**src/rtl/encoder_715.sv**
```systemverilog
// encoder_715: serial systematic (15,7) cyclic encoder, g(x)=1+x^4+x^6+x^7+x^8, valid/ready on both sides.
// Optional ENC_ERR_INJECT_EN adds err_mask, XORed onto the codeword to emit known error patterns.
module encoder_715 #(
  parameter int K = 7,
  parameter int N = 15,
  parameter logic [7:0] GPOLY = 8'hD1
) (
  input  logic         clk,
  input  logic         rst,
  input  logic [K-1:0] msg,
  input  logic         msg_valid,
  output logic         msg_ready,
`ifdef ENC_ERR_INJECT_EN
  input  logic [N-1:0] err_mask,
`endif
  output logic [N-1:0] cw,
  output logic         cw_valid,
  input  logic         cw_ready
);
  if (K != 7 || N != 15) begin : g_bad_size
    $error("encoder_715 supports only K=7, N=15");
  end
  typedef enum logic [1:0] {IDLE, ENCODE, DONE} state_t;
  state_t state, state_n;
  logic [K-1:0] sr;
  logic [7:0] p, p_n;
  logic [2:0] cnt;
`ifdef ENC_ERR_INJECT_EN
  logic [N-1:0] mask;
`endif
  always_comb begin
    state_n = state;
    p_n = {p[6:0], 1'b0} ^ ((sr[K-1] ^ p[7]) ? GPOLY : 8'h00);
    case (state)
      IDLE:    state_n = msg_valid ? ENCODE : IDLE;
      ENCODE:  state_n = (cnt == 3'd6) ? DONE : ENCODE;
      DONE:    state_n = cw_ready ? IDLE : DONE;
      default: state_n = IDLE;
    endcase
  end
  assign msg_ready = (state == IDLE);
  always_ff @(posedge clk) begin
    if (rst) begin
      state <= IDLE;
      cw_valid <= 1'b0;
      cw <= '0;
      p <= '0;
      cnt <= '0;
      sr <= '0;
`ifdef ENC_ERR_INJECT_EN
      mask <= '0;
`endif
    end else begin
      state <= state_n;
      if (state == IDLE && msg_valid) begin
        sr <= msg;
        cw[N-1:8] <= msg;
        p <= '0;
        cnt <= '0;
`ifdef ENC_ERR_INJECT_EN
        mask <= err_mask;
`endif
      end else if (state == ENCODE) begin
        p <= p_n;
        sr <= {sr[K-2:0], 1'b0};
        cnt <= cnt + 3'd1;
        if (cnt == 3'd6) begin
          cw_valid <= 1'b1;
`ifdef ENC_ERR_INJECT_EN
          cw <= {cw[N-1:8], p_n} ^ mask;
`else
          cw <= {cw[N-1:8], p_n};
`endif
        end
      end else if (state == DONE && cw_ready) begin
        cw_valid <= 1'b0;
      end
    end
  end
endmodule

```
**config.mk**
```make
export PLATFORM = sky130hd
export DESIGN_NAME = encoder_715
export DESIGN_NICKNAME = d
export VERILOG_FILES = /design/src/rtl/encoder_715.sv
export SDC_FILE = /design/constraint.sdc
export NUM_CORES = 1
export LEC_CHECK = 0
export BUFFER_PORTS_ARGS = -buffer_cell sky130_fd_sc_hd__buf_4
export CAP_MARGIN = 40
export CORE_MARGIN = 2
export CORE_UTILIZATION = 49
export DETAILED_ROUTE_END_ITERATION = 8
export PLACE_DENSITY_LB_ADDON = 0.15
export RECOVER_POWER = 50
export SETUP_SLACK_MARGIN = 0.05
export SLEW_MARGIN = 20
export SYNTH_ARGS = -nofsm -noshare
export SYNTH_HDL_FRONTEND = slang
export SYNTH_SLANG_ARGS = --single-unit
```
**constraint.sdc**
```tcl
create_clock -name clk -period 1.3 [get_ports clk]
set_input_delay 0.13 -clock clk [delete_from_list [all_inputs] [get_ports clk]]
set_output_delay 0.13 -clock clk [all_outputs]
set_load 0.1 [all_outputs]
```
==> flow_summary.ini <==
[run_status]
status = finished, final reports clean

[floorplanning]
start_util = 0.5145
fp.dieW_um = 60.39
core_um2 = 3028
die_y_um = 60.39
dieArea_um2 = 3646
rows = 20
ios = 28

[placed_design]
dp_hpwl_um = 2242
place.gp.congestion = 0.7449
place_ws_ns = 0.01184
place_area_um2 = 1839
place.port_buffers = 27

[pwr]
leakagePower_nw = 0.8134
power_w = 0.002269
power_switching_w = 0.0006706
switching_share = 0.2956
combPwrFrac = 0.202
power_frac_seq = 0.522
power.share.clock = 0.275
pwr_density_cell_nw_per_um2 = 1143
irDropWorstVdd_v = 0.0008555
p_int_w = 0.001598

[synth]
netlist_area_um2 = 1558
synthDistinctLibCells = 33
synthTopCellsByArea = dfxtp_1, a21oi_1, nand2_1
synthCells = 174
synth_top_area_share = 0.4627
synth_warnings = 0
postSynthAreaPerCell_um2 = 8.953
synth_area_leader_cell = dfxtp_1
ys_seq_area_frac = 0.4627
syn-num-nets = 187
synth-seq-cells = 36

[timing]
worst_pin_slew_ns = 0.3048
maxSlewViolCount = 0
setup_viol = 0
max_freq_ghz = 0.7796
rsz0062_at_grt = yes
period_minus_slack_ns = 1.283
fin_skew_ns = 0.007432
post-route-period-util = 0.9868
relSlewSlack = 0.7958
post-route-worst-setup-slack_ns = 0.01721
hold_violations = 0

[route]
ant_nets = 0
routedWlPerCell_um = 12.82
drtIter0Drc = 59
drt_wl_total_um = 3244
num_vias = 1272
first_pass_iters = 4
drcViolationCount = 0
viasPerCell = 5.028

[clock_network]
cts_htree_levels = 2
cts_tree = yes
cts-buffers-inserted = 5
postCtsSetupRepairBufs = 0
clkTransAtPathRegs_ns = 0.11
cts_buffer_depth = 2
clock-sinks = 36
clk_latency_ns = 0.34
root_buffer = clkbuf_4

[critical_path]
critPathArrivalTime_ns = 1.15
rrSetupSlack_ns = 0.03
startpoint_type = register
critical_path_class = reg -> out
crit_required_ns = 1.17
worstPathMaxFanout = 6
critPathCaptureType = output pin

[final_layout]
diodes = 0
utilization = 0.6558
design_area_um2 = 1986
areaGrowthSynthToFinish_pct = 27.47
final_common_cell = buf_4
fillCellCount = 261
final_nets = 221
final_layout_size_suffix_gt1_frac = 0.3732
layout_common_cells = buf_4, dfxtp_1, nand2_1

[grt]
antenna_found_initial = 0
overflow = 0
grt_pass1_wl_um = 5099
grt_usage = 0.1940
grt_max_degree = 28
grt_pass1_vias = 1107

[min_path]
min_path_type = in -> reg

[run]
drv_cap = 0
## state kept, by name, summed over array words and instances (netlist names)
| name | flops |
|---|---|
| cw_valid | 1 |
| sr | 7 |
| state | 2 |
| cw | 15 |
| cnt | 3 |
| p | 8 |
## kinds of logic after synthesis
kind of cell	count (synthesis)	share of synthesized area
buf+inv	16	0.05702
compound gates	30	0.1116
flops	36	0.4626
fa+ha+maj	2	0.01606
xor+xnor	7	0.06346
mux	6	0.03856
simple gates	77	0.2506
## worst paths after layout
kind / depth (start not counted) / end / from
max: 3 / msg_ready / state[0]
min: 3 / cw[11] / msg[3]
max reg2reg: 4 / sr[2] / state[0]
min reg2reg: 2 / p[3] / p[3]
## cell type report
class / count / area, µm² / share of cell area
multi-input combinational: 122 / 804.5 / 0.4052
inverter: 3 / 11.26 / 0.005671
tap: 44 / 55.05 / 0.02773
sequential: 36 / 729.5 / 0.3674
clock buffer: 8 / 58.81 / 0.02962
timing repair buffer: 40 / 326.6 / 0.1645
## power by group through the flow
stage,clock network (W),registers [W],logic (W)
floorplan,0,0.00130,0.000236
global placement,0,0.00120,0.000416
detailed placement,0,0.00121,0.000426
CTS,0.000640,0.00118,0.000449
global route,0.000699,0.00119,0.000493
finish,0.000625,0.00119,0.000459
## stage by stage
step	setup TNS, ns	std cells	hold WS, ns
floorplan	0	174	0.2401
global placement	0	244	0.3349
detailed placement	0	244	0.3429
CTS	0	253	0.03638
global route	-0.1437	253	0.04383
finish	0	253	0.03913
## critical path: stages (launching register included)
cell,delay [ns]
dfxtp_2,0.35
buf_4,0.16
nor2_4,0.13
buf_12,0.18
## per-layer routing
metal | vias to the layer above | global-route usage | share of wire
met2 | 31 | 0.2655 | 0.44
met5 | - | 0 | 0
met4 | 0 | 0.1079 | 0.021
met1 | 583 | 0.2774 | 0.50
met3 | 8 | 0.05117 | 0.047
li1 | 650 | - | -
## timing repair
| item | in CTS | in global routing |
|---|---|---|
| hold buffers | 1 | 0 |
| pin swaps | 2 | 2 |
| endpoints found under the setup margin | 16 | 32 |
| hold endpoints to repair | 1 | 0 |
| resized for setup | 13 | 12 |
## Yosys cell counts (all sizes together)
library cell and number:
nand4b 1, nand3b 1, buf 7, inv 3, or3b 6, dfxtp 36
and4b 1, o21ba 1, and2b 1, xor2 1, clkbuf 6, a21oi 23
a211oi 3, o21ai 1, xnor2 4, mux2i 6, nor2 21, xor3 2
ha 2, nand3 1, nor3 6, or2 1, nor3b 2, a311oi 1
nand2b 9, nand2 26, or3 1, a21o 1
(Power assumes the default switching activity.)
